### src/rtl/data_type.sv
// Shared magnitude-stream types plus the peak-search state encoding, so the
// timing-recovery controller can decode the peak_find state.
package data_type;

  localparam int MAG_W = 16;
  typedef logic [MAG_W-1:0] mag_t;

  localparam int WIN_LEN_DEFAULT = 64;

  typedef enum logic [1:0] {
    PF_IDLE   = 2'd0,
    PF_SEARCH = 2'd1,
    PF_REPORT = 2'd2
  } pf_state_t;

endpackage

### src/rtl/peak_find.sv
// Windowed peak search: after start, scans WIN_LEN valid magnitude samples and
// reports the largest value, its index and a threshold-pass flag.
module peak_find
  import data_type::*;
#(
  parameter int WIN_LEN = WIN_LEN_DEFAULT,
  parameter int IDX_W   = $clog2(WIN_LEN)
) (
  input  logic             clk,
  input  logic             rst,
  input  logic             start,
  input  logic [MAG_W-1:0] thresh,
  input  logic             in_valid,
  input  logic [MAG_W-1:0] mag_in,
  output logic             busy,
  output logic             peak_valid,
  output logic [IDX_W-1:0] peak_idx,
  output logic [MAG_W-1:0] peak_mag,
  output logic             peak_found,
  output logic [1:0]       dbg_state
);

  localparam logic [1:0] ST_IDLE   = PF_IDLE;
  localparam logic [1:0] ST_SEARCH = PF_SEARCH;
  localparam logic [1:0] ST_REPORT = PF_REPORT;

  localparam logic [IDX_W-1:0] LAST_IDX = IDX_W'(WIN_LEN - 1);

  // Handshake: a sample is consumed on any rising edge where in_valid=1 and the
  // FSM is in SEARCH; there is no backpressure, so in_valid=0 is simply a stall.

  logic [1:0]       state_q, state_d;
  logic [IDX_W-1:0] cnt_q, cnt_d;
  mag_t             best_mag_q, best_mag_d;
  logic [IDX_W-1:0] best_idx_q, best_idx_d;
  mag_t             thresh_q, thresh_d;
  logic [IDX_W-1:0] peak_idx_q, peak_idx_d;
  mag_t             peak_mag_q, peak_mag_d;
  logic             peak_found_q, peak_found_d;

  logic accept;
  logic take;
  logic last;

  always_comb begin
    accept       = (state_q == ST_SEARCH) && in_valid;
    take         = accept && ((cnt_q == '0) || (mag_in > best_mag_q));
    last         = accept && (cnt_q == LAST_IDX);

    state_d      = state_q;
    cnt_d        = cnt_q;
    best_mag_d   = best_mag_q;
    best_idx_d   = best_idx_q;
    thresh_d     = thresh_q;
    peak_idx_d   = peak_idx_q;
    peak_mag_d   = peak_mag_q;
    peak_found_d = peak_found_q;

    case (state_q)
      ST_IDLE: begin
        if (start) begin
          state_d  = ST_SEARCH;
          thresh_d = thresh;
          cnt_d    = '0;
        end
      end
      ST_SEARCH: begin
        if (take) begin
          best_mag_d = mag_in;
          best_idx_d = cnt_q;
        end
        if (accept) begin
          cnt_d = cnt_q + IDX_W'(1);
        end
        // The result registers capture the best including the final sample.
        if (last) begin
          state_d      = ST_REPORT;
          peak_idx_d   = best_idx_d;
          peak_mag_d   = best_mag_d;
          peak_found_d = (best_mag_d >= thresh_q);
        end
      end
      ST_REPORT: begin
        state_d = ST_IDLE;
      end
      default: begin
        state_d = ST_IDLE;
      end
    endcase
  end

  always_ff @(posedge clk) begin
    if (rst) begin
      state_q      <= ST_IDLE;
      cnt_q        <= '0;
      best_mag_q   <= '0;
      best_idx_q   <= '0;
      thresh_q     <= '0;
      peak_idx_q   <= '0;
      peak_mag_q   <= '0;
      peak_found_q <= 1'b0;
    end else begin
      state_q      <= state_d;
      cnt_q        <= cnt_d;
      best_mag_q   <= best_mag_d;
      best_idx_q   <= best_idx_d;
      thresh_q     <= thresh_d;
      peak_idx_q   <= peak_idx_d;
      peak_mag_q   <= peak_mag_d;
      peak_found_q <= peak_found_d;
    end
  end

  assign busy       = (state_q != ST_IDLE);
  assign peak_valid = (state_q == ST_REPORT);
  assign peak_idx   = peak_idx_q;
  assign peak_mag   = peak_mag_q;
  assign peak_found = peak_found_q;
  assign dbg_state  = state_q;

endmodule

### config.mk
export PLATFORM = sky130hd
export DESIGN_NAME = peak_find
export DESIGN_NICKNAME = d
export VERILOG_FILES = /design/src/rtl/data_type.sv /design/src/rtl/peak_find.sv
export SDC_FILE = /design/constraint.sdc
export NUM_CORES = 1
export LEC_CHECK = 0
export CAP_MARGIN = 15
export CORE_MARGIN = 8
export CORE_UTILIZATION = 47
export CTS_CLUSTER_SIZE = 14
export DETAILED_ROUTE_END_ITERATION = 8
export PLACE_DENSITY = 0.81
export SYNTH_ARGS = -nofsm -noshare
export SYNTH_HDL_FRONTEND = slang
export SYNTH_SLANG_ARGS = --single-unit
### constraint.sdc
create_clock -name clk -period 3.49 [get_ports clk]
set_input_delay 0.698 -clock clk [delete_from_list [all_inputs] [get_ports clk]]
set_output_delay 0.698 -clock clk [all_outputs]
set_load 0.05 [all_outputs]
==> insert_results.sql, run 1 <==
INSERT INTO impl_metrics (metric_group, metric, value, unit) VALUES
('sta', 'grt_setup_unrepaired', 'true', ''),
('sta', 'setup-violations-final', '1', ''),
('drt', 'vias_per_cell', '5.432', ''),
('placed_design', 'half_perimeter_wire_length_after_placement', '6766', 'um'),
('synthesis', 'synthDominantAreaCellType', 'sky130_fd_sc_hd__dfxtp_1', ''),
('drt', 'drt-pass1-iter-count', '4', ''),
('sta', 'worst_slew_pin_slew', '1.018', 'ns'),
('synthesis', 'post_synthesis_register_bit_count', '69', ''),
('synthesis', 'register_area_share_after_synthesis', '0.4193', ''),
('synthesis', 'yosysUniqueCellTypes', '33', ''),
('drt', 'avgRoutedWirePerCell', '18.65', 'um'),
('critical_path', 'timing.critical_path.slowest_stage_cell', 'sky130_fd_sc_hd__or4_4', ''),
('clocking', 'htree_num_levels', '3', ''),
('critical_path', 'cp_cell_sequence', 'clkdlybuf4s15_1 > ha_1 > nand2_2 > or4_4 > a21o_1 > a31oi_4 > buf_12 > mux2i_2 > inv_1 > ha_1 > a21o_1 > a21o_1 > a21oi_2 > o211ai_1 > a21o_1', ''),
('drt', 'dr.first_iter.drc_count', '273', ''),
('drt', 'routed-via-count', '3243', ''),
('synthesis', 'syn-instance-count', '381', ''),
('sta', 'max_slew_margin', '0.3190', ''),
('floorplan', 'coreArea', '0.006794', 'mm2'),
('synthesis', 'synth_top_area_share', '0.4193', ''),
('final_layout', 'n_antenna_cell', '0', ''),
('power', 'power_leakage', '2.034', 'nW'),
('critical_path', 'crit_arrival', '3.79', 'ns'),
('sta', 'endpoints_failing_hold', '0', ''),
('run', 'count_of_max_cap_constraint_violations', '0', ''),
('critical_path', 'timing.critical_path.to_type', 'register', ''),
('final_layout', 'instances_no_fill', '597', ''),
('drt', 'antenna_violating_nets_post_route', '0', ''),
('synthesis', 'average_cell_area_after_synthesis', '8.647', 'um2'),
('critical_path', 'largest_fanout_on_the_critical_path', '5', ''),
('outcome', 'run_status', 'finished, violations left', ''),
('grt', 'grt_remaining_overflow', '0', ''),
('grt', 'grt_antenna_before_repair', '0', ''),
('final_layout', 'layout.cells.most_common', 'sky130_fd_sc_hd__dfxtp_1', ''),
('floorplan', 'i_o_pins', '63', ''),
('sta', 'clock_skew', '0.01739', 'ns'),
('placed_design', 'placed_cells_incl_taps', '566', ''),
('power', 'max-vdd-ir-drop', '0.0002120', 'V'),
('clocking', 'cts_root_buffer', 'sky130_fd_sc_hd__clkbuf_8', ''),
('final_layout', 'num-nets-final', '569', ''),
('critical_path', 'ff2ff_setup_slack', '-0.03', 'ns'),
('final_layout', 'layout_common_cells', 'sky130_fd_sc_hd__dfxtp_1 (65), sky130_fd_sc_hd__buf_4 (58), sky130_fd_sc_hd__nor2_1 (56)', ''),
('placed_design', 'placedInstanceArea', '0.004367', 'mm2'),
('synthesis', 'synthesis.nets', '451', ''),
('sta', 'fin_ws', '-0.07132', 'ns'),
('grt', 'grt_pass1_wl', '16270', 'um'),
('grt', 'maximum_number_of_pins_on_one_net_before_global_route_repair', '51', ''),
('final_layout', 'area_growth_syn_to_layout', '53.13', '%'),
('critical_path', 'path_class', 'in -> reg', ''),
('sta', 'finalMaxSlewViolations', '0', ''),
('critical_path', 'critical_path.top_delay_family', 'compound AO/OA/AOI/OAI gates', ''),
('final_layout', 'drive_gt1_frac', '0.2834', ''),
('synthesis', 'syn-cell-area', '0.003294', 'mm2'),
('floorplan', 'initial_utilization', '0.4849', ''),
('min_path', 'hold_class', 'reg -> reg', ''),
('clocking', 'cts_sinks', '69', ''),
('critical_path', 'crit_required', '3.72', 'ns'),
('synthesis', 'yosys-top-cells-area', 'sky130_fd_sc_hd__dfxtp_1 (42%), sky130_fd_sc_hd__ha_1 (13%), sky130_fd_sc_hd__mux2i_1 (7.0%)', ''),
('grt', 'first_global_vias', '3307', ''),
('placed_design', 'placement.io_buffers', '62', ''),
('drt', 'drc', '0', ''),
('floorplan', 'row_count', '30', ''),
('outcome', 'violated_checks', 'negative setup slack', ''),
('floorplan', 'die_w', '99.72', 'um'),
('floorplan', 'die_ar', '0.009944', 'mm2'),
('drt', 'drt_wl_total', '11130', 'um'),
('power', 'power_density', '367.1', 'mW/mm2'),
('grt', 'global_route.usage.total', '0.2055', ''),
('critical_path', 'worstSetupStartpointType', 'input port', ''),
('sta', 'timing.final.crit_period', '3.561', 'ns'),
('clocking', 'clock_insertion_delay_worst_skew', '0.35', 'ns');
==> repair_timing <==
item,in CTS,in global routing
cloned,1,0
setup buffers,11,7
pin swaps,22,21
resized for setup,66,53
setup endpoints to repair,2,1
==> cells by family (layout without fill, tap and decap cells) <==
kind of cell             after synthesis  after routing  share of synthesized area
AO/OA/AOI/OAI                         68             68                     0.1299
XOR/XNOR                               4              4                    0.01064
adder cells (fa/ha/maj)               34             34                     0.1291
buffers and inverters                 66            186                    0.08469
flip-flops                            69             69                     0.4193
multiplexers                          23             23                    0.06988
AND/OR/NAND/NOR                      117            117                     0.1565
==> worst paths after layout <==
| path | startpoint | to | cells after the start |
|---|---|---|---|
| worst max register to register | best_mag_q[13]$_SDFFE_PP0P_ | peak_found$_SDFFE_PP0P_ | 15 |
| worst max-delay path | mag_in[10] | peak_found$_SDFFE_PP0P_ | 15 |
| worst min register to register | peak_idx[5]$_SDFFE_PP0P_ | peak_idx[5]$_SDFFE_PP0P_ | 2 |
| worst min-delay path | peak_idx[5]$_SDFFE_PP0P_ | peak_idx[5]$_SDFFE_PP0P_ | 2 |
==> report_power, final <==
part	switching (mW)	leakage (nW)	internal [mW]
combinational	0.228	1.40	0.239
clock	0.291	0.0771	0.265
sequential	0.0162	0.562	0.812
total	0.536	2.03	1.32
==> Yosys cell counts <==
cell                         n
sky130_fd_sc_hd__a2111oi_0   1
sky130_fd_sc_hd__a211oi_1   19
sky130_fd_sc_hd__a21o_1      8
sky130_fd_sc_hd__a21oi_1    14
sky130_fd_sc_hd__a22o_1      1
sky130_fd_sc_hd__a31o_2      1
sky130_fd_sc_hd__a31oi_1     1
sky130_fd_sc_hd__and2_0      1
sky130_fd_sc_hd__and2_1      1
sky130_fd_sc_hd__and3_1      2
sky130_fd_sc_hd__buf_12      1
sky130_fd_sc_hd__buf_4       1
sky130_fd_sc_hd__buf_8       1
sky130_fd_sc_hd__clkbuf_1   13
sky130_fd_sc_hd__dfxtp_1    69
sky130_fd_sc_hd__ha_1       34
sky130_fd_sc_hd__inv_1      50
sky130_fd_sc_hd__mux2i_1    23
sky130_fd_sc_hd__nand2_1    26
sky130_fd_sc_hd__nand2b_1    1
sky130_fd_sc_hd__nand3_1     4
sky130_fd_sc_hd__nand4_1     7
sky130_fd_sc_hd__nand4_2     1
sky130_fd_sc_hd__nor2_1     56
sky130_fd_sc_hd__nor2b_1     4
sky130_fd_sc_hd__nor3_1     11
sky130_fd_sc_hd__nor4_1      2
sky130_fd_sc_hd__o211ai_1    2
sky130_fd_sc_hd__o21ai_0    20
sky130_fd_sc_hd__o31ai_1     1
sky130_fd_sc_hd__or4_1       1
sky130_fd_sc_hd__xnor2_1     1
sky130_fd_sc_hd__xor2_1      3
==> worst min-delay path, stage by stage (launching register included) <==
cell and delay, ns:
sky130_fd_sc_hd__dfxtp_1 0.31, sky130_fd_sc_hd__nor2_1 0.09, sky130_fd_sc_hd__nor3_1 0.05
==> area by class of cell <==
cell class,instances,area [um2]
well taps,96,120.1
inverters,50,187.7
clock buffers,11,141.4
fillers,417,1749
flip-flops and latches,69,1389
clock inverters,2,12.51
repair buffers,123,1094
multi-input cells,246,2101
==> metrics by stage <==
step / power, mW / setup TNS (ns) / worst slack [ns]
finish: 1.852 / -0.07132 / -0.07132
floorplan: 1.031 / -0.09835 / -0.09835
global route: 1.920 / -0.1399 / -0.1399
CTS: 1.781 / 0 / 0.007014
detailed placement: 1.184 / -9.460 / -1.092
global placement: 1.166 / -6.440 / -0.9515
==> registers in the layout, indices dropped and copies added (netlist names) <==
register	cells
best_idx_q	6
best_mag_q	16
cnt_q	6
dbg_state	2
peak_found	1
peak_idx	6
peak_mag	16
thresh_q	16
==> per-layer routing <==
metal,share of wire,wire length (um),vias up,GRT usage
met3,0.071,794,39,0.05796
met5,0,0,-,0
met4,0.035,385,0,0.09313
met2,0.49,5462,145,0.3417
met1,0.40,4492,1542,0.2388
li1,-,-,1517,-
(Power assumes the default switching activity.)
==> run 2: changes to the inputs <==
- ABC_CLOCK_PERIOD_IN_PS: default -> 3490
- CORE_UTILIZATION: 47 -> 49
- CTS_BUF_LIST: default -> sky130_fd_sc_hd__clkbuf_8
- PLACE_DENSITY: 0.81 -> 0.84
==> run 2 against run 1 <==
Against the previous run:
- the run still ends with negative setup slack left
- clock power is 1% higher
- worst hold slack better by 0.0014 ns
- first-iteration DRC count decreased by 9.5%
- die area fell by 3.4%
- maximum frequency is 1.8% higher
- wire length decreased by 14%
- critical path type unchanged
- critical endpoint unchanged
- largest power group unchanged
==> insert_results.sql, run 2 (synthesized netlist as in run 1, its figures left out) <==
INSERT INTO impl_metrics (metric_group, metric, value, unit) VALUES
('clocking', 'cts_root_buffer', 'sky130_fd_sc_hd__clkbuf_8', ''),
('sta', 'max_slew_margin', '0.3422', ''),
('final_layout', 'layout_common_cells', 'sky130_fd_sc_hd__dfxtp_1 (66), sky130_fd_sc_hd__nor2_1 (56), sky130_fd_sc_hd__inv_1 (48), sky130_fd_sc_hd__clkdlybuf4s50_1 (48), sky130_fd_sc_hd__buf_4 (45)', ''),
('power', 'power.switching_fraction', '0.2845', ''),
('sta', 'clock_skew', '0.01415', 'ns'),
('floorplan', 'initial_utilization', '0.4959', ''),
('final_layout', 'layout.cells.most_common', 'sky130_fd_sc_hd__dfxtp_1', ''),
('critical_path', 'reg2reg_from', 'best_mag_q[12]$_SDFFE_PP0P_', ''),
('critical_path', 'path_class', 'in -> reg', ''),
('floorplan', 'die_ar', '0.009603', 'mm2'),
('clocking', 'clock_insertion_delay_worst_skew', '0.35', 'ns'),
('drt', 'vias_per_cell', '5.401', ''),
('min_path', 'hold_class', 'reg -> reg', ''),
('drt', 'avgRoutedWirePerCell', '16.91', 'um'),
('critical_path', 'worstRegToRegCells', '15', ''),
('final_layout', 'postLayoutCoreUtil', '0.7183', ''),
('clocking', 'htree_num_levels', '3', ''),
('min_path', 'min-delay-start', 'thresh_q[11]$_SDFFE_PP0P_', ''),
('placed_design', 'half_perimeter_wire_length_after_placement', '6757', 'um'),
('power', 'clkPwrFrac', '0.313', ''),
('placed_design', 'placement.io_buffers', '62', ''),
('power', 'power_density', '376.2', 'mW/mm2'),
('outcome', 'violated_checks', 'negative setup slack', ''),
('final_layout', 'instances_no_fill', '569', ''),
('sta', 'fin_crit_sh', '1.003', ''),
('clocking', 'cts.reportedPaths.clkPinSlew', '0.07', 'ns'),
('final_layout', 'area_growth_syn_to_layout', '44.85', '%'),
('final_layout', 'n_antenna_cell', '0', ''),
('final_layout', 'drive_gt1_frac', '0.2311', ''),
('critical_path', 'crit_arrival', '3.74', 'ns'),
('run', 'count_of_max_cap_constraint_violations', '0', ''),
('power', 'power_leakage', '1.962', 'nW'),
('grt', 'grtUsageMet2', '0.3209', ''),
('clocking', 'cts_sinks', '69', ''),
('critical_path', 'largest_fanout_on_the_critical_path', '8', ''),
('floorplan', 'fp.dieH', '98.00', 'um'),
('sta', 'worst_slew_pin_slew', '0.9830', 'ns'),
('sta', 'endpoints_failing_hold', '0', ''),
('placed_design', 'gpl.final_weighted_congestion', '0.8456', ''),
('floorplan', 'i_o_pins', '63', ''),
('sta', 'grt_setup_unrepaired', 'true', ''),
('grt', 'grt_pass1_wl', '14850', 'um'),
('critical_path', 'timing.critical_path.to_type', 'register', ''),
('critical_path', 'worstSetupStartpointType', 'input port', ''),
('power', 'power.sequential.fraction', '0.461', ''),
('power', 'switchingPower', '0.5106', 'mW'),
('floorplan', 'coreArea', '0.006644', 'mm2'),
('drt', 'drt_wl_total', '9623', 'um'),
('grt', 'grt_remaining_overflow', '0', ''),
('drt', 'routed-via-count', '3073', ''),
('sta', 'fin_ws', '-0.009571', 'ns'),
('critical_path', 'ff2ff_setup_slack', '0.02', 'ns'),
('clocking', 'cts_tree', 'yes', ''),
('drt', 'drt-pass1-iter-count', '5', ''),
('sta', 'hold-worst-slack', '0.4943', 'ns'),
('sta', 'finalMaxSlewViolations', '0', ''),
('grt', 'global_route.usage.met3', '0.03129', ''),
('sta', 'timing.final.crit_period', '3.500', 'ns'),
('sta', 'setup-violations-final', '1', ''),
('grt', 'grt_antenna_before_repair', '0', ''),
('critical_path', 'crit_required', '3.73', 'ns'),
('power', 'cell_internal_pwr', '1.284', 'mW'),
('clocking', 'cts-root-to-sink-buffers', '2', ''),
('critical_path', 'worstReg2RegEnd', 'peak_found$_SDFFE_PP0P_', ''),
('grt', 'maximum_number_of_pins_on_one_net_before_global_route_repair', '35', ''),
('placed_design', 'placed_cells_incl_taps', '549', ''),
('placed_design', 'placedInstanceArea', '0.004352', 'mm2'),
('drt', 'antenna_violating_nets_post_route', '0', ''),
('floorplan', 'row_count', '30', ''),
('grt', 'first_global_vias', '3081', ''),
('clocking', 'cts_inserted_buffers', '9', ''),
('min_path', 'hold_path_end', 'thresh_q[11]$_SDFFE_PP0P_', ''),
('grt', 'global_route.peak_usage_layer', 'met2', ''),
('final_layout', 'num-nets-final', '555', ''),
('final_layout', 'stdcell_area', '0.004772', 'mm2'),
('sta', 'fmax', '285.7', 'MHz'),
('grt', 'use_met1', '0.2287', ''),
('grt', 'global_route.usage.total', '0.1926', ''),
('outcome', 'run_status', 'finished, violations left', ''),
('power', 'max-vdd-ir-drop', '0.0002933', 'V'),
('power', 'combinationalPowerShare', '0.226', ''),
('placed_design', 'dp_slack', '-0.9551', 'ns'),
('clocking', 'cts_hold_repair.buffers', '0', ''),
('drt', 'dr.first_iter.drc_count', '247', ''),
('floorplan', 'die_w', '98.00', 'um'),
('drt', 'drc', '0', ''),
('min_path', 'holdPathStages', '2', '');
==> run 2: cell types whose count changed in the layout (fill, tap and decap cells not counted), moves of 2 or more <==
cell and change:
sky130_fd_sc_hd__ha_1 +7, sky130_fd_sc_hd__mux2i_1 +5, sky130_fd_sc_hd__buf_6 -2, sky130_fd_sc_hd__buf_2 -2, sky130_fd_sc_hd__nor3_1 +2, sky130_fd_sc_hd__buf_4 -13, sky130_fd_sc_hd__clkbuf_2 +4, sky130_fd_sc_hd__ha_2 -2
sky130_fd_sc_hd__clkdlybuf4s15_2 -2, sky130_fd_sc_hd__ha_4 -5, sky130_fd_sc_hd__mux2i_4 -4, sky130_fd_sc_hd__clkinv_2 +3
==> run 2: how the worst max path moves through the flow <==
stage                                start                      end  slack (ns)  depth (start not counted)
2_1_floorplan                    mag_in[6]  peak_found$_SDFFE_PP0P_        -0.1                         15
3_3_place_gp                     mag_in[6]  peak_found$_SDFFE_PP0P_       -0.86                         14
3_5_place_dp                     mag_in[5]  peak_found$_SDFFE_PP0P_       -0.96                         14
4_1_cts                         mag_in[14]  peak_found$_SDFFE_PP0P_       0.007                         15
5_1_grt        best_mag_q[12]$_SDFFE_PP0P_  peak_found$_SDFFE_PP0P_       -0.06                         15
6_report                         mag_in[5]  peak_found$_SDFFE_PP0P_       -0.01                         15
==> run 2: area by class of cell <==
| type | count | area [um2] |
|---|---|---|
| clock inverters | 5 | 27.53 |
| fillers | 467 | 1872 |
| multi-input cells | 246 | 1957 |
| clock buffers | 10 | 137.6 |
| repair buffers | 109 | 974.7 |
| well taps | 80 | 100.1 |
| inverters | 50 | 187.7 |
| flip-flops and latches | 69 | 1388 |
==> run 2: routing by layer <==
layer | up-vias | part of all wire
met5 | - | 0
li1 | 1490 | -
met1 | 1448 | 0.43
met3 | 18 | 0.052
met4 | 0 | 0.026
met2 | 117 | 0.49
==> run 2: repair_timing <==
action,CTS,global route
pin swaps,17,17
setup buffers,3,2
gates resized for setup,42,44
setup endpoints to repair,1,1
==> run 2: metrics by stage <==
step / power [mW] / TNS [ns]
floorplan: 1.031 / -0.09835
global placement: 1.168 / -3.769
detailed placement: 1.185 / -5.717
CTS: 1.764 / 0
global route: 1.869 / -0.05921
finish: 1.795 / -0.009571
==> run 2: power by group through the flow <==
stage	registers [mW]	clock network (mW)	logic, mW
floorplan	0.844	0	0.187
global placement	0.842	0	0.326
detailed placement	0.843	0	0.342
CTS	0.827	0.563	0.374
global route	0.829	0.604	0.436
finish	0.827	0.562	0.405
==> run 2: worst max-delay path: stages <==
cell	delay, ns
sky130_fd_sc_hd__buf_2	0.12
sky130_fd_sc_hd__ha_4	0.26
sky130_fd_sc_hd__nand4_1	0.11
sky130_fd_sc_hd__or4_4	0.55
sky130_fd_sc_hd__a21o_1	0.21
sky130_fd_sc_hd__a31oi_4	0.18
sky130_fd_sc_hd__buf_12	0.18
sky130_fd_sc_hd__buf_4	0.13
sky130_fd_sc_hd__mux2i_1	0.30
sky130_fd_sc_hd__inv_1	0.08
sky130_fd_sc_hd__ha_1	0.28
sky130_fd_sc_hd__a21o_1	0.19
sky130_fd_sc_hd__a21oi_2	0.13
sky130_fd_sc_hd__o211ai_1	0.12
sky130_fd_sc_hd__a21o_1	0.19
==> run 3: changes to the inputs <==
- CORE_MARGIN: 8 -> default
- CTS_CLUSTER_SIZE: 14 -> 20
- PLACE_DENSITY: 0.84 -> 0.87
==> run 3 against run 2 <==
Against the previous run:
- the flow finishes with violations (design-rule violations, negative setup slack)
- setup slack got worse by 0.021 ns
- sequential share of layout area fell by 1.2 points
- register-to-register slack lost 0.04 ns
- sequential power barely moved
- sequential cell count is the same
- global-route usage is 7.8 points higher
- final cell count rose by 1.4%
- die area is 27% lower
- power rose by 9.5%
- worst hold slack better by 0.0044 ns
==> insert_results.sql, run 3 (synthesized netlist as in run 1, its figures left out) <==
INSERT INTO impl_metrics (metric_group, metric, value, unit) VALUES
('outcome', 'run_status', 'finished, violations left', ''),
('outcome', 'violated_checks', 'design-rule violations, negative setup slack', ''),
('power', 'power_leakage', '2.048', 'nW'),
('placed_design', 'dp_slack', '-1.025', 'ns'),
('power', 'switchingPower', '0.5414', 'mW'),
('final_layout', 'drive_gt1_frac', '0.2800', ''),
('drt', 'drc', '6', ''),
('placed_design', 'half_perimeter_wire_length_after_placement', '6229', 'um'),
('sta', 'setup-violations-final', '1', ''),
('critical_path', 'worstSetupStartpointType', 'input port', ''),
('critical_path', 'worstRegToRegCells', '15', ''),
('sta', 'finalMaxSlewViolations', '0', ''),
('grt', 'grt_antenna_before_repair', '0', ''),
('final_layout', 'layout.cells.most_common', 'sky130_fd_sc_hd__dfxtp_1', ''),
('sta', 'fin_ws', '-0.03098', 'ns'),
('min_path', 'hold_path_end', 'best_idx_q[5]$_SDFFE_PP0P_', ''),
('critical_path', 'crit_required', '3.74', 'ns'),
('critical_path', 'ff2ff_setup_slack', '-0.02', 'ns'),
('floorplan', 'row_count', '29', ''),
('placed_design', 'placement.io_buffers', '62', ''),
('floorplan', 'coreArea', '0.006422', 'mm2'),
('grt', 'maximum_number_of_pins_on_one_net_before_global_route_repair', '35', ''),
('power', 'power', '1.966', 'mW'),
('critical_path', 'crit_arrival', '3.77', 'ns'),
('drt', 'drt-pass1-iter-count', '7', ''),
('final_layout', 'n_antenna_cell', '0', ''),
('grt', 'global_route.usage.total', '0.2704', ''),
('critical_path', 'reg2reg_from', 'best_mag_q[13]$_SDFFE_PP0P_', ''),
('floorplan', 'initial_utilization', '0.5130', ''),
('power', 'power.switching_fraction', '0.2754', ''),
('sta', 'clock_skew', '0.01069', 'ns'),
('final_layout', 'postLayoutCoreUtil', '0.7767', ''),
('power', 'power.sequential.fraction', '0.422', ''),
('clocking', 'clock_insertion_delay_worst_skew', '0.36', 'ns'),
('floorplan', 'die_w', '84.00', 'um'),
('clocking', 'cts_root_buffer', 'sky130_fd_sc_hd__clkbuf_8', ''),
('grt', 'first_global_vias', '3212', ''),
('clocking', 'cts-root-to-sink-buffers', '2', ''),
('run', 'count_of_max_cap_constraint_violations', '0', ''),
('floorplan', 'i_o_pins', '63', ''),
('drt', 'vias_per_cell', '5.686', ''),
('min_path', 'holdPathStages', '2', ''),
('sta', 'timing.final.crit_period', '3.521', 'ns'),
('final_layout', 'area_growth_syn_to_layout', '51.42', '%'),
('placed_design', 'gpl.final_weighted_congestion', '0.8325', ''),
('power', 'clkPwrFrac', '0.351', ''),
('power', 'max-vdd-ir-drop', '0.0003416', 'V'),
('sta', 'endpoints_failing_hold', '0', ''),
('floorplan', 'fp.dieH', '84.00', 'um'),
('drt', 'routed-via-count', '3281', ''),
('placed_design', 'placed_cells_incl_taps', '549', ''),
('sta', 'fin_crit_sh', '1.009', ''),
('drt', 'dr.first_iter.drc_count', '255', ''),
('clocking', 'cts.reportedPaths.clkPinSlew', '0.07', 'ns'),
('drt', 'drt_wl_total', '10650', 'um'),
('sta', 'fmax', '284.0', 'MHz'),
('min_path', 'min-delay-start', 'best_idx_q[5]$_SDFFE_PP0P_', ''),
('sta', 'worst_slew_pin_slew', '1.091', 'ns'),
('critical_path', 'timing.critical_path.to_type', 'register', ''),
('critical_path', 'worstReg2RegEnd', 'peak_found$_SDFFE_PP0P_', ''),
('grt', 'grt_remaining_overflow', '0', ''),
('final_layout', 'instances_no_fill', '577', ''),
('drt', 'avgRoutedWirePerCell', '18.46', 'um'),
('sta', 'max_slew_margin', '0.2700', ''),
('critical_path', 'path_class', 'in -> reg', ''),
('power', 'power_density', '394.0', 'mW/mm2'),
('drt', 'antenna_violating_nets_post_route', '0', ''),
('final_layout', 'nFillCells', '340', ''),
('clocking', 'cts_sinks', '69', ''),
('clocking', 'cts_tree', 'yes', ''),
('clocking', 'htree_num_levels', '3', ''),
('power', 'cell_internal_pwr', '1.424', 'mW'),
('final_layout', 'layout_common_cells', 'sky130_fd_sc_hd__dfxtp_1 (61), sky130_fd_sc_hd__nor2_1 (56), sky130_fd_sc_hd__buf_4 (53)', ''),
('floorplan', 'die_ar', '0.007055', 'mm2'),
('grt', 'grt_pass1_wl', '14960', 'um'),
('min_path', 'hold_class', 'reg -> reg', ''),
('sta', 'grt_setup_unrepaired', 'true', ''),
('critical_path', 'largest_fanout_on_the_critical_path', '5', ''),
('final_layout', 'num-nets-final', '565', ''),
('power', 'combinationalPowerShare', '0.226', ''),
('clocking', 'cts_inserted_buffers', '9', '');
## run 3: cell types whose count changed in the layout (fill, tap and decap cells not counted), moves of 3 or more
cell                      change
sky130_fd_sc_hd__buf_4        +8
sky130_fd_sc_hd__ha_4         +5
sky130_fd_sc_hd__ha_1         -5
sky130_fd_sc_hd__mux2i_1      -4
sky130_fd_sc_hd__mux2i_2      +3
sky130_fd_sc_hd__buf_6        +9
sky130_fd_sc_hd__dfxtp_2      +6
sky130_fd_sc_hd__dfxtp_1      -5
## run 3: routing by layer
layer,wire [um],global-route usage,vias to the layer above
li1,-,-,1508
met5,0,0,-
met3,676,0.05143,47
met2,5171,0.4516,170
met1,4339,0.3385,1556
met4,466,0.1191,0
## run 3: through the flow
stage                     hold WS, ns  area (um2)  TNS [ns]
final                          0.4988        4989  -0.03098
after global placement         0.4723        4358    -3.905
after detailed placement       0.4802        4358    -5.632
after floorplan                0.4544        3374  -0.09835
after CTS                      0.4933        4722         0
after global routing           0.5165        4989   -0.1162
## run 3: power groups by stage
stage	registers (mW)	logic (mW)	clock network, mW
floorplan	0.844	0.187	0
global placement	0.841	0.325	0
detailed placement	0.843	0.339	0
CTS	0.826	0.371	0.688
global route	0.832	0.479	0.728
finish	0.830	0.445	0.690
## run 3: worst max-delay path by stage
| stage | to | cells past startpoint | start |
|---|---|---|---|
| after floorplan | peak_found$_SDFFE_PP0P_ | 15 | mag_in[6] |
| after global placement | peak_found$_SDFFE_PP0P_ | 14 | mag_in[6] |
| after detailed placement | peak_found$_SDFFE_PP0P_ | 14 | mag_in[6] |
| after CTS | peak_found$_SDFFE_PP0P_ | 15 | mag_in[5] |
| after global routing | peak_found$_SDFFE_PP0P_ | 15 | best_mag_q[5]$_SDFFE_PP0P_ |
| final | peak_found$_SDFFE_PP0P_ | 15 | mag_in[15] |
## run 3: layout make-up
type | instances | area [um2] | share of cell area
multi-input cells | 246 | 2051 | 0.4111
repair buffers | 119 | 1052 | 0.2109
well taps | 77 | 96.34 | 0.01931
clock inverters | 4 | 45.04 | 0.009029
clock buffers | 12 | 165.2 | 0.03311
inverters | 50 | 187.7 | 0.03762
flip-flops and latches | 69 | 1391 | 0.2789
## run 3: critical path: stages
cell	delay, ns
sky130_fd_sc_hd__buf_2	0.12
sky130_fd_sc_hd__ha_4	0.28
sky130_fd_sc_hd__nand4_4	0.08
sky130_fd_sc_hd__or4_4	0.52
sky130_fd_sc_hd__a21o_1	0.20
sky130_fd_sc_hd__a31oi_4	0.27
sky130_fd_sc_hd__buf_6	0.18
sky130_fd_sc_hd__mux2i_4	0.24
sky130_fd_sc_hd__inv_1	0.08
sky130_fd_sc_hd__ha_1	0.30
sky130_fd_sc_hd__a21o_1	0.18
sky130_fd_sc_hd__a21o_1	0.18
sky130_fd_sc_hd__a21oi_2	0.13
sky130_fd_sc_hd__o211ai_1	0.11
sky130_fd_sc_hd__a21o_1	0.19
## run 3: repair_timing
action,4_1_cts,5_1_grt
pin swaps,17,26
setup endpoints to repair,1,1
setup buffers,8,4
hold buffers,0,0
resized for setup,44,72
